$ cat src/rtl/demo_scene_sequencer.sv
// demo_scene_sequencer: frame-locked scene scheduler. Walks a small
// programmable scene table, producing a per-scene control word, a
// brightness fade envelope and a scene-entry pulse.
`ifndef EXT_CONTROL_BITS
`define EXT_CONTROL_BITS 8
`endif

module demo_scene_sequencer #(
  parameter  int NUM_SCENES = 8,
  parameter  int DUR_BITS   = 10,
  parameter  int FADE_BITS  = 4,
  parameter  int CTRL_BITS  = `EXT_CONTROL_BITS,
  localparam int SI_BITS    = $clog2(NUM_SCENES)
) (
  input  logic                 clk,
  input  logic                 reset,
  input  logic                 new_frame,
  input  logic                 hold,
  input  logic                 start,
  input  logic                 stop,
  input  logic                 cfg_we,
  input  logic [SI_BITS-1:0]   cfg_addr,
  input  logic [DUR_BITS-1:0]  cfg_duration,
  input  logic [CTRL_BITS-1:0] cfg_control,
  input  logic                 cfg_last,
  output logic [CTRL_BITS-1:0] ext_control,
  output logic [SI_BITS-1:0]   scene,
  output logic [FADE_BITS-1:0] fade,
  output logic                 busy,
  output logic                 scene_start
);

  typedef enum logic [1:0] {IDLE, FADE_IN, SHOW, FADE_OUT} state_t;

  typedef struct packed {
    logic [DUR_BITS-1:0]  dur;
    logic [CTRL_BITS-1:0] ctrl;
    logic                 last;
  } entry_t;

  localparam logic [FADE_BITS-1:0] FMAX     = '1;
  localparam logic [FADE_BITS-1:0] FONE     = 1;
  localparam logic [SI_BITS-1:0]   LAST_IDX = SI_BITS'(NUM_SCENES - 1);

  entry_t               tbl [NUM_SCENES];
  entry_t               cur;
  state_t               state, state_n;
  logic [SI_BITS-1:0]   scene_n;
  logic [FADE_BITS-1:0] fade_n;
  logic [DUR_BITS-1:0]  fcnt, fcnt_n, fcnt_inc;
  logic                 stop_flag, stop_flag_n, scene_start_n;
  logic                 step;

  // Current entry is read combinationally, so a same-cycle write is not yet
  // visible here; an edit to the live scene takes effect on the next step.
  assign cur      = tbl[scene];
  assign step     = new_frame && !hold;
  assign fcnt_inc = fcnt + 1'b1;

  // Scene table: cleared on reset, writable in any state.
  always_ff @(posedge clk) begin
    if (reset) begin
      for (int i = 0; i < NUM_SCENES; i++) tbl[i] <= '0;
    end else if (cfg_we && (32'(cfg_addr) < NUM_SCENES)) begin
      tbl[cfg_addr] <= '{dur: cfg_duration, ctrl: cfg_control, last: cfg_last};
    end
  end

  // Next-state logic; commands take priority and swallow a same-cycle step.
  always_comb begin
    state_n       = state;
    scene_n       = scene;
    fade_n        = fade;
    fcnt_n        = fcnt;
    stop_flag_n   = stop_flag;
    scene_start_n = 1'b0;
    if (state == IDLE) begin
      if (start && !stop) begin
        state_n       = FADE_IN;
        scene_n       = '0;
        fade_n        = '0;
        fcnt_n        = '0;
        stop_flag_n   = 1'b0;
        scene_start_n = 1'b1;
      end
    end else if (stop) begin
      // Fade out gracefully if anything is visible, otherwise drop at once.
      if (fade != '0) begin
        state_n     = FADE_OUT;
        stop_flag_n = 1'b1;
      end else begin
        state_n     = IDLE;
        stop_flag_n = 1'b0;
      end
    end else if (step) begin
      case (state)
        FADE_IN: begin
          if (fade >= FMAX - FONE) begin
            fade_n = FMAX;
            if (cur.dur != '0) begin
              state_n = SHOW;
              fcnt_n  = '0;
            end else begin
              state_n = FADE_OUT;
            end
          end else begin
            fade_n = fade + FONE;
          end
        end
        SHOW: begin
          fcnt_n = fcnt_inc;
          if (fcnt_inc == cur.dur) state_n = FADE_OUT;
        end
        FADE_OUT: begin
          if (fade <= FONE) begin
            fade_n = '0;
            if (stop_flag) begin
              state_n     = IDLE;
              stop_flag_n = 1'b0;
            end else begin
              state_n       = FADE_IN;
              scene_n       = (cur.last || scene == LAST_IDX) ? '0 : scene + 1'b1;
              scene_start_n = 1'b1;
            end
          end else begin
            fade_n = fade - FONE;
          end
        end
        default: state_n = IDLE;
      endcase
    end
  end

  // State and output registers.
  always_ff @(posedge clk) begin
    if (reset) begin
      state       <= IDLE;
      scene       <= '0;
      fade        <= '0;
      fcnt        <= '0;
      stop_flag   <= 1'b0;
      busy        <= 1'b0;
      scene_start <= 1'b0;
      ext_control <= '0;
    end else begin
      state       <= state_n;
      scene       <= scene_n;
      fade        <= fade_n;
      fcnt        <= fcnt_n;
      stop_flag   <= stop_flag_n;
      busy        <= (state_n != IDLE);
      scene_start <= scene_start_n;
      // Follows the registered scene, hence one cycle behind a scene change.
      ext_control <= (state == IDLE) ? '0 : cur.ctrl;
    end
  end

endmodule

$ cat config.mk
export PLATFORM = sky130hd
export DESIGN_NAME = demo_scene_sequencer
export DESIGN_NICKNAME = d
export VERILOG_FILES = /design/src/rtl/demo_scene_sequencer.sv
export SDC_FILE = /design/constraint.sdc
export NUM_CORES = 1
export LEC_CHECK = 0
export BUFFER_PORTS_ARGS = -buffer_cell sky130_fd_sc_hd__clkbuf_2
export CAP_MARGIN = 40
export CORE_MARGIN = 3
export CORE_UTILIZATION = 55
export DETAILED_ROUTE_END_ITERATION = 8
export PLACE_DENSITY = 0.84
export SKIP_LAST_GASP = 1
export SYNTH_ARGS = -nofsm -noshare
export SYNTH_HDL_FRONTEND = slang
export SYNTH_SLANG_ARGS = --single-unit
$ cat constraint.sdc
create_clock -name clk -period 2.4 [get_ports clk]
set_input_delay 0.24 -clock clk [delete_from_list [all_inputs] [get_ports clk]]
set_output_delay 0.24 -clock clk [all_outputs]
set_load 0.05 [all_outputs]
==> results_dict.tcl <==
set metrics [dict create \
    cts_buffers 17 \
    htree_levels 4 \
    syn_inst 640 \
    yosys.area_share.simple_pct 18.5 \
    dieHeight_um 132 \
    fin_skew_ps 7.22 \
    hold_class "primary input to register" \
    wl_per_cell_um 22.2 \
    synth_top_cells_by_count "and2_1 (152), edfxtp_1 (152), mux4_2 (36), nor2_1 (36), dfxtp_1 (33)" \
    fin_nets 751 \
    ant_nets 0 \
    core.rowCount 45 \
    power_density_mw_per_mm2 680 \
    drive_gt1_share_pct 27.5 \
    synth_xor_area_share_pct 1.70 \
    combPwrFrac_pct 5.9 \
    syn_nets 676 \
    cts_tree "done" \
    cp_max_fo 5 \
    grt_max_degree 38 \
    power.switching_mw 1.63 \
    fin_util_pct 66.0 \
    crit_type "register to register" \
    gr-total-overflow 0 \
    portBuffers 45 \
    antenna_found_initial 0 \
    slew_headroom_pct 56.8 \
    worstMarginPinSlew_ps 648 \
    cts-root-buf "clkbuf_16" \
    cap_violations 0 \
    worstHoldPathCells 2 \
    finalCritPeriodShare_pct 104 \
    hold_end "tbl[2][2]$_SDFFCE_PN0P_" \
    cts_max_path_buffers 2 \
    critPathCaptureType "register" \
    violations "negative setup slack" \
    yosysUniqueCellTypes 55 \
    first_global_vias 5699 \
    clock_power_share_pct 40.7 \
    max_freq_mhz 400 \
    core-area_mm2 0.0154 \
    synth_area_leaders "edfxtp_1 (52%), and2_1 (11%), mux4_2 (9.3%)" \
    areaGrowthSynthToFinish_pct 15.8 \
    num_io_pins 46 \
    viasPerCell 5.95 \
    drc 0 \
    synth_top_family_by_area "simple AND/OR/NAND/NOR gates" \
    synth_top_area_share_pct 52.1 \
    p_sw_share_pct 23.7 \
    ir_drop_v 0.000755 \
    critPathArrivalTime_ps 2850 \
    hold_violations 0 \
    yosys_most_used_dff "edfxtp_1" \
    synth_adder_area_share_pct 1.00 \
    place.gp.congestion 0.901 \
    grt_pass1_wl_um 32100 \
    r2r_cells 9 \
    die-area_mm2 0.0175 \
    insertedDiodeCount 0 \
    totalWireLength_um 20800 \
    rsz0062_at_grt "yes" \
    min_from "cfg_control[1]" \
    p_int_mw 5.27 \
    num-fill-cells 1058 \
    fin_crit_ps 2500 \
    worst_r2r_endpoint "fcnt[6]$_SDFFE_PP0P_" \
    ys_warn_count 0 \
    synth_mux_area_share_pct 12.3 \
    clkLatencyLatePin_ps 440 \
    setup_viol 9 \
    drt-initial-drc-count 618 \
    cts_sinks 185 \
    start_kind "register" \
    via_count 5583 \
    grtUsageTotal_pct 24.3 \
    async_flop_share_pct 0 \
    worst_slack_ps -101 \
    avgSynthCellArea_um2 13.7 \
    synth_seq_cells 185 \
    cp.required_ps 2750 \
    yosys.area.top_type "edfxtp_1" \
    leakage_nw 3.60 \
    pwr-share-seq_pct 53.5 \
    ys_seq_area_share_pct 59.7 \
    slew_violations 0 \
    clk_pin_slew_ps 70 \
    whs_ps 156 \
    synth-compound-area-share_pct 4.42 \
    synth_edf_count 152 \
    die_w_um 132 \
    dp_hpwl_um 12800 \
    initial_utilization_pct 57.0 \
    syn_area_mm2 0.00875 \
    status "complete, but fails checks" \
    r2r_slack_ps -100 \
    firstDrtPassIters 5 \
    place_ws_ps -154 \
]
## worst max-delay path, stage by stage, from the launching register on
cell      delay (ps)
dfxtp_4          390
buf_4            120
buf_6            110
mux4_2           510
mux2i_2          200
nand4_1          130
or4_4            470
o21ai_4          140
nor2_4           110
o311ai_2         220
## flip-flops by register name, indices dropped and copies added (netlist names), named ones only
| signal | cells |
|---|---|
| scene | 3 |
| stop_flag | 1 |
| state | 2 |
| fade | 4 |
| busy | 1 |
| fcnt | 10 |
| scene_start | 1 |
| ext_control | 8 |
| tbl | 152 |
## layout make-up
class / instances / area, um^2 / share of cell area [%]
Sequential cell: 185 / 5240 / 51.6
Multi-Input combinational cell: 411 / 3390 / 33.4
Timing Repair Buffer: 93 / 643 / 6.34
Clock buffer: 18 / 429 / 4.23
Tap cell: 211 / 264 / 2.60
Clock inverter: 14 / 154 / 1.52
Inverter: 7 / 26.3 / 0.259
## power by group through the flow
stage | clock network (mW) | logic (mW) | registers (mW)
6_report | 2.80 | 0.406 | 3.69
5_1_grt | 2.96 | 0.434 | 3.70
4_1_cts | 2.81 | 0.393 | 3.69
3_5_place_dp | 0 | 0.382 | 3.76
3_3_place_gp | 0 | 0.370 | 3.75
2_1_floorplan | 0 | 0.219 | 3.75
## logic make-up after synthesis
kind of cell / count (synthesis)
mux: 60
flops: 185
xor+xnor: 17
simple gates: 275
compound gates: 51
buf+inv: 45
fa+ha+maj: 7
## stage by stage
stage	power, mW	instance area [um^2]	instances	setup TNS, ps
2_1_floorplan	3.96	8750	640	0
3_3_place_gp	4.12	9390	897	-177
3_5_place_dp	4.14	9390	897	-1190
4_1_cts	6.89	10000	931	-235
5_1_grt	7.09	10100	939	-1760
6_report	6.90	10100	939	-637
## how the worst max path moves through the flow
stage | startpoint | slack (ps) | end | cells after the start
5_1_grt | register | -190 | fcnt[6]$_SDFFE_PP0P_ | 9
3_3_place_gp | register | -40 | fcnt[5]$_SDFFE_PP0P_ | 8
6_report | register | -100 | fcnt[6]$_SDFFE_PP0P_ | 9
3_5_place_dp | register | -150 | fcnt[6]$_SDFFE_PP0P_ | 8
2_1_floorplan | register | 90 | busy$_SDFF_PP0_ | 8
4_1_cts | register | -50 | fcnt[6]$_SDFFE_PP0P_ | 8
## placed cells by master (no fill, tap or decap), drive strengths merged, types with 13 or more instances in the layout
cell type,n
and2,153
edfxtp,152
clkbuf,64
buf,47
nor2,38
mux4,36
dfxtp,33
mux2i,23
a21oi,14
xnor2,13
inv,13
## layer usage
| metal | track usage, % | wire length [um] | vias up |
|---|---|---|---|
| li1 | - | - | 2496 |
| met1 | 30.6 | 8280 | 2798 |
| met2 | 41.0 | 10700 | 242 |
| met3 | 5.99 | 1320 | 47 |
| met4 | 9.04 | 571 | 0 |
| met5 | 0 | 0 | - |
## what timing repair did
| item | in CTS | in global routing |
|---|---|---|
| hold buffers | 0 | 0 |
| pin swaps | 2 | 4 |
| endpoints found under the setup margin | 11 | 18 |
| buffers inserted | 2 | 6 |
| gates cloned | 0 | 2 |
| gates resized for setup | 10 | 8 |
Note: power is estimated with default switching activity, not from simulation.
